File: src/rtl/stage4_mem.sv
// Memory-access pipeline stage: issues word loads/stores to data memory over a
// valid/ready handshake, stalls upstream while busy, and registers writeback.
module stage4_mem #(
  parameter int DATA_WIDTH   = 32,
  parameter int ADDR_WIDTH   = 32,
  parameter int REG_ID_WIDTH = 5
) (
  input  logic                    clk,
  input  logic                    reset,
  input  logic [DATA_WIDTH-1:0]   alu_res,
  input  logic [DATA_WIDTH-1:0]   rs2_val,
  input  logic [REG_ID_WIDTH-1:0] rd_idx,
  input  logic                    mem_load_enable,
  input  logic                    mem_store_enable,
  input  logic                    reg_write_enable,
  output logic                    dmem_req_valid,
  output logic                    dmem_req_we,
  output logic [ADDR_WIDTH-1:0]   dmem_req_addr,
  output logic [DATA_WIDTH-1:0]   dmem_req_wdata,
  input  logic                    dmem_req_ready,
  input  logic                    dmem_resp_valid,
  input  logic [DATA_WIDTH-1:0]   dmem_resp_rdata,
  output logic                    stall_out,
  output logic [DATA_WIDTH-1:0]   wb_data_out,
  output logic [REG_ID_WIDTH-1:0] wb_rd_idx_out,
  output logic                    wb_reg_write_enable_out,
  output logic [DATA_WIDTH-1:0]   forwarded_result,
  output logic                    misaligned_out
);

  typedef enum logic [1:0] {IDLE, REQ, RESP} state_t;

  state_t                  r_state;
  logic [DATA_WIDTH-1:0]   r_wbData;
  logic [REG_ID_WIDTH-1:0] r_wbRdIdx;
  logic                    r_wbWe;
  logic                    r_misaligned;

  logic w_memOp;
  logic w_misaligned;
  logic w_alignedOp;
  logic w_regWrite;

  assign w_memOp      = mem_load_enable | mem_store_enable;
  assign w_misaligned = w_memOp & (alu_res[1:0] != 2'b00);
  assign w_alignedOp  = w_memOp & (alu_res[1:0] == 2'b00);
  assign w_regWrite   = reg_write_enable & (rd_idx != '0);

  // Request fields come straight from the upstream inputs, which stay frozen while stalled.
  assign dmem_req_valid = ((r_state == IDLE) & w_alignedOp) | (r_state == REQ);
  assign dmem_req_we    = mem_store_enable & ~mem_load_enable;
  assign dmem_req_addr  = alu_res[ADDR_WIDTH-1:0];
  assign dmem_req_wdata = rs2_val;

  assign stall_out = dmem_req_valid | ((r_state == RESP) & ~dmem_resp_valid);

  assign wb_data_out             = r_wbData;
  assign wb_rd_idx_out           = r_wbRdIdx;
  assign wb_reg_write_enable_out = r_wbWe;
  assign forwarded_result        = r_wbData;
  assign misaligned_out          = r_misaligned;

  always_ff @(posedge clk or posedge reset) begin
    if (reset) begin
      r_state      <= IDLE;
      r_wbData     <= '0;
      r_wbRdIdx    <= '0;
      r_wbWe       <= 1'b0;
      r_misaligned <= 1'b0;
    end else begin
      r_misaligned <= 1'b0;
      case (r_state)
        IDLE: begin
          if (w_misaligned) begin
            r_misaligned <= 1'b1;
            r_wbWe       <= 1'b0;
            r_wbRdIdx    <= rd_idx;
            r_wbData     <= alu_res;
          end else if (w_alignedOp) begin
            r_wbWe  <= 1'b0;
            r_state <= dmem_req_ready ? RESP : REQ;
          end else begin
            r_wbData  <= alu_res;
            r_wbRdIdx <= rd_idx;
            r_wbWe    <= w_regWrite;
          end
        end
        REQ: begin
          r_wbWe <= 1'b0;
          if (dmem_req_ready) r_state <= RESP;
        end
        RESP: begin
          if (dmem_resp_valid) begin
            // Load wins when both enables are set, so only a pure store skips the register write.
            r_state   <= IDLE;
            r_wbRdIdx <= rd_idx;
            if (mem_load_enable) begin
              r_wbData <= dmem_resp_rdata;
              r_wbWe   <= w_regWrite;
            end else begin
              r_wbData <= alu_res;
              r_wbWe   <= 1'b0;
            end
          end else begin
            r_wbWe <= 1'b0;
          end
        end
        default: r_state <= IDLE;
      endcase
    end
  end

endmodule

File: config.mk
export PLATFORM = sky130hd
export DESIGN_NAME = stage4_mem
export DESIGN_NICKNAME = d
export VERILOG_FILES = /design/src/rtl/stage4_mem.sv
export SDC_FILE = /design/constraint.sdc
export NUM_CORES = 1
export LEC_CHECK = 0
export BUFFER_PORTS_ARGS = -buffer_cell sky130_fd_sc_hd__buf_2
export CAP_MARGIN = 15
export CORE_ASPECT_RATIO = 2
export CORE_MARGIN = 5
export CORE_UTILIZATION = 34
export DETAILED_ROUTE_END_ITERATION = 12
export PLACE_DENSITY = 0.77
export SYNTH_ARGS = -nofsm -noshare
export SYNTH_HDL_FRONTEND = slang
export SYNTH_SLANG_ARGS = --single-unit
File: constraint.sdc
create_clock -name clk -period 1.75 [get_ports clk]
set_clock_uncertainty 0.05 [all_clocks]
set_input_delay 0.175 -clock clk [delete_from_list [all_inputs] [get_ports clk]]
set_output_delay 0.175 -clock clk [all_outputs]
set_load 0.005 [all_outputs]
Yosys cells after proc, flatten, opt, wreduce, memory -nomap -nowiden
Index checks and enable logic that the tools add are counted.

Flip-flop bits (word level): 41. Input bits: 108.

Eq/ne operators: 7. Muxes and demuxes: 22. Bitwise gates (word level): 11. Reduce and logical (&&, ||, !) cells: 8.

Operator list (number): 32-bit 2-to-1 mux (4); 32-bit case mux with 2 select lines (1); 5-bit 2-to-1 mux (3); 2-bit 2-to-1 mux (5); 5-bit case mux with 2 select lines (1); 2-bit != test (second input constant) (4); 1-bit bitwise AND (6); 1-bit 2-to-1 mux (6); 2-bit case mux with 3 select lines (1); 5-bit nonzero test (1); 2-bit logical NOT (2); 4-bit AND reduction (1); 2-bit nonzero test (2); 3-bit != test (second input constant) (1); 1-bit bitwise OR (3); 1-bit case mux with 3 select lines (1); 3-bit AND reduction (1); 3-bit nonzero test (1); 2-bit by 1-bit == test with 1-bit output (second input constant) (1); 2-bit == test (second input constant) (1); 1-bit inverter (2).

Depth between registers and ports, before layout
Gate-level depths: netlist (run 1).

Depth after elaboration: 5. Gate-level depth with buffers: 8.

Worst setup path after synthesis (run 1)
Ideal clock, no wire load.

Path kind: register to register. Start point: register r_state[0]. End point: register r_wbRdIdx[0], in the netlist wb_rd_idx_out[0]. Library setup time: 0.127 ns. Data arrival time: 1.567 ns. Required time: 1.573 ns. Slack: 0.005 ns. Cell stages (with the launch flop): 8. Path buffers: 2. Period minus slack after synthesis: 1.745 ns. Cells stage by stage: dfrtp_1 -> inv_1 -> ha_1 -> buf_2 -> mux2i_1 -> a31oi_4 -> buf_6 -> mux2_1.

Cells in the longest elaborated chain, start to end: 3.

Ends and longest elaborated chain: start: declaration (RTL line 33) `state_t r_state;`; start signal: assignment (RTL line 81) `r_state <= dmem_req_ready ? RESP : REQ;`; 2-bit == test / 2-bit logical NOT (equally long branches) (RTL line 72) `case (r_state)`; 2-bit != test (no line) (tied with other cells); 3-bit AND reduction (no line); end signal: assignment (RTL line 77) `r_wbRdIdx <= rd_idx;`; end signal: assignment (RTL line 84) `r_wbRdIdx <= rd_idx;`; end signal: assignment (RTL line 96) `r_wbRdIdx <= rd_idx;`; end: declaration (RTL line 35) `logic [REG_ID_WIDTH-1:0] r_wbRdIdx;`.

Several ways; a longest one is shown, not always the timed one. A chain may end at the register's enable or synchronous reset.

Worst setup path in the final report (run 1)
Start point: register r_state[0]. End point: output stall_out.

Cells in the longest elaborated chain, start to end: 4.

Ends and longest elaborated chain: 2-bit logical NOT (RTL line 50) `assign dmem_req_valid = ((r_state == IDLE) & w_alignedOp) | (r_state == REQ);`; 1-bit bitwise AND (RTL line 50); 1-bit bitwise OR (RTL line 50); 1-bit bitwise OR * (RTL line 55) `assign stall_out = dmem_req_valid | ((r_state == RESP) & ~dmem_resp_valid);`; end: declaration (RTL line 23) `output logic stall_out,`.

Every way passes the cells marked *; elsewhere a longest branch is shown, timed or not.

==> results.txt, run 1 <==
The worst-case hold slack is 0.0728 ns. Yosys printed 0 warnings. The worst supply voltage drop on vdd is 0.000900 V. The shortest period the worst path allows is roughly 1.7 ns. In this run the clock root is driven by a clkbuf_16. Entering global routing, the biggest net connects 23 pins. The number of antenna violations at the first check in global routing came to 0.

The clock input transition at the sequential cells of the worst setup and hold paths is 0.06 ns. The post-route total power came out at 5710 uW. The tool flagged a number of max-cap violations equal to 0.

The remaining global-route overflow came out at 0. The number of DRC violations after detailed routing came out at 0. The tree built by TritonCTS fans out to about 40 sinks. Summing all multi-input logic gate instances after layout gives roughly 920 um2. The number of global-route vias before repair is 2200.

The setup slack of the critical path after layout came out at around 0.035 ns. The count of antenna-violating nets left after detailed routing came out at 0. The power per cell area came out at ~1700 nW/um2. The maximum fanout along the worst path is 3. The final layout contains 493 nets.

The detail-routed net length per standard cell came out at ~16 um. The floorplan row count is 46. Dividing the detail-routed via count by the number of cells gives approximately 4.7. From synthesis to final layout, the design area changed by 23.2%. The library cell used most frequently in the layout, excluding fill and tap cells, is buf_2. The power spent charging and discharging nets is approximately 2100 uW. The HPWL after detailed placement came out at about 6.3 mm. The flop and latch count out of synthesis is just over 40. The number of buffers added by the clock tree synthesis step is 5.

The data required time of the worst path came out at around 1.5 ns. The number of H-tree levels came out at 2. For the final routed database, the setup TNS stands at 0 ns. Summing over every cut layer, the via total after detailed routing is between 2000 and 2500. Sorting the synthesized cells by area gives the leading types as dfrtp_1 38%, buf_4 28%, mux2i_1 12%. The worst setup path is launched from a flop. The critical path starts at r_state[0].

The share of total power consumed by net switching came out at 37.2%. The die area is 9990 um2. Counting every instance in the synthesized netlist gives approximately 280. The first global-routing pass estimated ~11 mm of wire.

The worst slack at placement is -0.0369 ns. Setup repair after global routing could not meet its margin everywhere. The clock latency reported for the late side of the worst-skew pair came out at ~0.28 ns. The worst hold path belongs to the class primary input to flop. The total nets after synthesis came out at roughly 400.

The final weighted congestion of routability-driven global placement came out at between 0.8 and 0.9. The cell area that synthesis handed to floorplanning was approximately 2700 um2. The worst path uses between 90 and 100% of the clock period. The antenna cell count is 0. By startpoint and endpoint, the worst setup path is classified as flop to output pin. The worst max-slew margin expressed relative to the limit came out at just under 70%. The overall die width is about 73 um. The total area of sequential cells came out at roughly 1000 um2. The synthesized design spends more area on one cell type than any other, namely dfrtp_1. The vertical die dimension came out at ~140 um. The portion of the post-synthesis area used by sequential elements is about 38%. The iteration-0 DRC count of the detailed router came out at 30. The run finished with clean final reports. The fraction of synthesized cell area taken by the top area cell type came out at 37.7%. The start point of the worst hold path is rd_idx[4]. The worst setup path is captured at an output pin. The endpoint arrival time on the critical path came out at ~1.5 ns.

The maximum count of clock buffers along a single path came out at 2. The number of port buffers came out at around 180. The final layout contains routed wiring with a total length of roughly 7.6 mm.

TritonCTS built the clock tree. The count of endpoints failing setup in the final report came out at 0. The initial cell density of the core came out at between 30% and 40%. The hold violation total from the final report is 0. The highest achievable clock rate came out at 0.583 GHz. The actual transition at the worst max-transition pin came out at approximately 0.47 ns. The count of pins over their slew limit is 0. The first TritonRoute pass finished after 4 iterations. Internal power comes to around 3600 uW. Synthesis instantiated 26 different standard cells from the library. In the layout the commonest cells are 181 x buf_2, 40 x dfrtp_1, 35 x nor2_1, 32 x mux2i_1, 32 x a21oi_1. Combinational logic burns 53.2% of the power.

Cells with a size suffix above 1 make up 57.0% of the layout. The relative contribution of the clock network to total power is between 10% and 20%. For this design the static power due to leakage is about 0.0019 uW. The source of the worst register-to-register timing path is r_state[1].

The total track usage came out at about 15%. Fill cells in the final layout number around 800. The number of primary I/O pins is between 200 and 250. In this run, placement finished with an instance count of around 460. The core region is between 7000 and 8000 um2.

Each instance of the synthesized netlist takes up on average ~9.6 um2. Sequential cells burn 30.8% of the power. The non-filler instance count after layout is approximately 480.
registers in the layout, indices dropped and copies added, names as in the netlist:
register	count
forwarded_result	32
wb_rd_idx_out	5
r_state	2
misaligned_out	1
wb_reg_write_enable_out	1
power by group through the flow:
stage	clock, uW	combinational [uW]	sequential, uW
after floorplan	0	2000	1780
after global placement	0	2780	1740
after detailed placement	0	2880	1760
after CTS	946	2940	1750
after global routing	981	3350	1820
final	913	3040	1760
area by class of cell:
| class | count | share of cell area (%) |
|---|---|---|
| sequential | 41 | 30.7 |
| clock buffer | 7 | 4.26 |
| multi-input combinational | 131 | 27.5 |
| tap | 96 | 3.59 |
| inverter | 4 | 0.448 |
| timing repair buffer | 198 | 33.5 |
through the flow:
| stage | area (um2) | utilization (%) |
|---|---|---|
| 6_report | 3350 | 42.5 |
| 2_1_floorplan | 2720 | - |
| 4_1_cts | 3290 | 41.7 |
| 3_3_place_gp | 3100 | 39.4 |
| 3_5_place_dp | 3100 | 39.4 |
| 5_1_grt | 3350 | 42.5 |
layer usage:
layer | routed length, um | global-route usage [%] | part of all wire [%]
met4 | 475 | 11.7 | 6.2
met3 | 581 | 2.15 | 7.6
met2 | 4100 | 25.5 | 54
met5 | 0 | 0 | 0
met1 | 2480 | 14.8 | 32
synthesized netlist by cell type (all sizes together):
library cell / instances
a31oi: 1
mux2: 5
nor4: 1
mux2i: 33
inv: 4
nand3: 1
a2bb2oi: 1
nor2: 36
or4: 1
o31ai: 1
buf: 108
a221oi: 1
nor2b: 2
nand2: 5
a211oi: 1
or2: 1
a41oi: 1
o21ai: 2
a21oi: 32
dfrtp: 41
ha: 4
o2bb2ai: 1
nand2b: 1
critical path, cell delays in order (launching register included):
cell	delay (ns)
dfrtp_1	0.38
inv_2	0.08
ha_4	0.17
buf_4	0.14
nor2b_4	0.13
nor2_2	0.12
nand2_1	0.07
buf_2	0.12
path summary, 6_finish.rpt:
| path | endpoint | slack, ns | cells past startpoint |
|---|---|---|---|
| worst min register to register | wb_reg_write_enable_out | 0.43 | 2 |
| min in group asynchronous | forwarded_result[31] | 0.42 | 3 |
| worst min-delay path | wb_rd_idx_out[4] | 0.07 | 2 |
| worst max register to register | wb_rd_idx_out[2] | 0.05 | 6 |
| max in group asynchronous | r_state[1] | 0.73 | 4 |
| worst max-delay path | stall_out | 0.03 | 7 |
kinds of logic (layout without fill, tap and decap cells):
group	Yosys count	in the layout	synth area share (%)
muxes	38	38	14.2
and+or+nand+nor	48	48	7.27
AOI/OAI and AO/OA	41	41	8.88
buffers and inverters	112	209	30.1
adders and majority gates	4	4	1.84
DFF	41	41	37.7
repair_timing:
action	4_1_cts	5_1_grt
hold buffers	1	0
gates resized for setup	5	7
buffers inserted	2	3
endpoints found under the setup margin	9	29
pin swaps	0	1
endpoints found under the hold margin	19	0
(Power assumes the default switching activity.)
==> inputs of run 2 (changes only) <==
--- a/config.mk
+++ b/config.mk
@@ -7,10 +7,9 @@
 export LEC_CHECK = 0
 export BUFFER_PORTS_ARGS = -buffer_cell sky130_fd_sc_hd__buf_2
 export CAP_MARGIN = 15
-export CORE_ASPECT_RATIO = 2
-export CORE_MARGIN = 5
-export CORE_UTILIZATION = 34
+export CORE_AREA = 5 5 93 95
 export DETAILED_ROUTE_END_ITERATION = 12
+export DIE_AREA = 0 0 98 100
 export PLACE_DENSITY = 0.77
 export SYNTH_ARGS = -nofsm -noshare
 export SYNTH_HDL_FRONTEND = slang
==> constraint.sdc (replaced) <==
create_clock -name clk -period 2.1 [get_ports clk]
set_clock_uncertainty 0.05 [all_clocks]
set_input_delay 0.21 -clock clk [delete_from_list [all_inputs] [get_ports clk]]
set_output_delay 0.21 -clock clk [all_outputs]
set_load 0.005 [all_outputs]
==> run 2 against run 1 <==
Effect of this change: sequential power down 17%; total power down 29%; critical endpoint unchanged; hold slack worse by 0.020 ns; routed wire length down 14%; worst setup slack better by 0.20 ns; combinational power down 30%; critical path depth down 1; final cell count down 1.0%; sequential share of layout area up 2.6 points; non-clock buffer count down 12; via count down 3.4%.
==> results.txt, run 2 (synthesized netlist as in run 1, its figures left out) <==
Traced cell by cell, the critical path runs through inv_1 -> ha_1 -> nor2b_1 -> nor2_1 -> nand2_1 -> buf_2. The relative contribution of the clock network to total power is between 10% and 20%. After clock tree synthesis, the repair step resized 0 gates. In this run, placement finished with an instance count of 464. The run finished with clean final reports. The hold violation total from the final report came to 0. The utilization after layout is 40.3%. The layout cell share with drive strength beyond 1 came out at approximately 53%. Entering global routing, the biggest net connects 43 pins.

The master cell of the clock root buffer is clkbuf_8. The number of primary I/O pins is around 250. The highest achievable clock rate came out at approximately 0.54 GHz.

The library cell used most frequently in the layout, excluding fill and tap cells, is buf_2. In the final layout, the multi-input gates occupy roughly 900 um2. The clock latency reported for the late side of the worst-skew pair is around 0.28 ns. The worst setup path is launched from a flop. The iteration-0 DRC count of the detailed router came out at 50.

The repair_antennas step left the layout with diodes totalling 0. The number of antenna violations at the first check in global routing was 0. Dividing the detail-routed wire length by the instance count gives roughly 14 um.

The relative contribution of combinational cells to total power is 52.2%. The number of DRC violations after detailed routing is 0. The number of global-route vias before repair is ~2200.

The area of all placed cells without fillers is a little over 3000 um2. The placeable core area is between 7000 and 8000 um2. The number of maximum-capacitance constraint violations is 0. The flip-flop count of the largest register, all copies and words added came out at 32. The worst setup path is captured at an output pin. The die area is a little under 10000 um2. The number of buffers added by the clock tree synthesis step came out at 5.

The count of buffers added on input and output ports is between 150 and 200. The area overhead of the layout relative to synthesis is 13.4%. The number of H-tree levels is 2. The number of setup buffers added after CTS came out at 0. For this design the ratio of total power to cell area is 1320 nW/um2. Setup violations remaining at the end of the flow were counted as 0. The initial cell density of the core came out at between 30 and 40%. The slowest stage of the critical path belongs to the cell dfrtp_1. The TritonCTS clock tree is done. In this design, the stage delay of the slowest critical-path cell is a little over 0.4 ns.

The static leakage power came out at between 0.0015 and 0.002 uW. For this design the total switching power over the nets is between 1500 and 2000 uW. The worst hold path belongs to the class primary input to asynchronous set/reset pin.

After routing, the total negative slack on setup checks comes to 0 ns. The actual transition at the worst max-transition pin is 0.854 ns. The final weighted congestion of routability-driven global placement came out at 0.918. The endpoint arrival time on the critical path is between 1.5 and 2 ns. Of all nets on the critical path, the largest fanout is 4. The post-route total power is 4080 uW. The longest clock path from root to sink contains 2 buffers. The clock input transition at the sequential cells of the worst setup and hold paths is about 0.08 ns. The non-filler instance count after layout is ~470. The critical path is of the flop to output pin type. The sequential power share came out at 35.7%. The global-route wire length before repair is 10.2 mm.

Detailed placement ended at an HPWL of roughly 5.5 mm. The routed wire length came out at between 6 and 7 mm. CTS saw between 40 and 50 sinks. The post-route clock period utilization is about nine tenths. After layout, the minimum clock period comes to around 1.9 ns. The overall die width came out at around 98 um. The internal portion of total power came out at 2460 uW.

The remaining global-route overflow is 0. The post-cts hold buffer count is 0. Setup repair after global routing left no endpoint under its margin. The count of antenna-violating nets left after detailed routing came out at 0. The count of vias placed by the detailed router came out at around 2200.

The first TritonRoute pass finished after 6 iterations. The total track usage is between 10 and 15%. The data required time of the worst path is 1.84 ns.

The total area of sequential cells came out at 1030 um2. Fill cells in the final layout number approximately 760. The worst supply voltage drop on vdd came out at between 0.0007 and 0.0008 V.

In this run the vertical extent of the chip is ~100 um. The average vias per placed instance came out at between 4 and 5. The area after detailed placement is ~3000 um2. In the layout the commonest cells are 181 x buf_2, 41 x dfrtp_1, 36 x nor2_1, 33 x mux2i_1, 32 x a21oi_1. The floorplan row count came out at 32. The count of pins over their slew limit is 0. The worst pin sits at a relative slew slack of between 40% and 50%. The share of total power consumed by net switching is slightly below 40%. The net total in the final layout came out at slightly below 500.
## run 2: per-stage QoR
stage	hold WS, ns	worst slack, ns
final	0.0527	0.232
after global routing	0.0914	0.0645
after CTS	0.0786	0.218
after detailed placement	0.370	0.263
after global placement	0.370	0.368
after floorplan	0.295	0.355
## run 2: final timing paths
path,startpoint,endpoint,slack [ns],cells after the start
min in group clk,rd_idx[1],wb_rd_idx_out[1],0.10,2
setup reg to reg,r_state[0],forwarded_result[17],0.28,7
hold / removal,reset,forwarded_result[30],0.05,2
hold reg to reg,wb_reg_write_enable_out,wb_reg_write_enable_out,0.43,2
max in group asynchronous,reset,forwarded_result[12],1.42,2
setup / recovery,r_state[0],stall_out,0.23,6
## run 2: critical path, delay by kind of cell, from the launching register on
family                   cells  cell delay [ns]
adder cells (fa/ha/maj)      1             0.24
flip-flops                   1             0.41
AND/OR/NAND/NOR              3             0.45
buffers and inverters        2             0.22
## run 2: per-layer routing
| metal | global-route usage, % | vias up | share of wire (%) |
|---|---|---|---|
| met2 | 22.7 | 132 | 51 |
| met5 | 0 | - | 0 |
| met3 | 5.07 | 31 | 12 |
| met1 | 12.7 | 971 | 35 |
| li1 | - | 1016 | - |
| met4 | 5.54 | 0 | 2.7 |
## run 2: cell type report
type / instances / share of cell area (%)
Sequential cell: 41 / 33.3
Timing Repair Buffer: 186 / 31.0
Multi-Input combinational cell: 131 / 28.5
Tap cell: 102 / 4.14
Clock buffer: 8 / 2.60
Inverter: 4 / 0.487
## run 2: power by group through the flow
stage	registers [uW]	logic, uW	clock network (uW)
global route	1520	2400	550
detailed placement	1480	2180	0
global placement	1460	2110	0
finish	1460	2130	491
floorplan	1490	1660	0
CTS	1470	2180	521
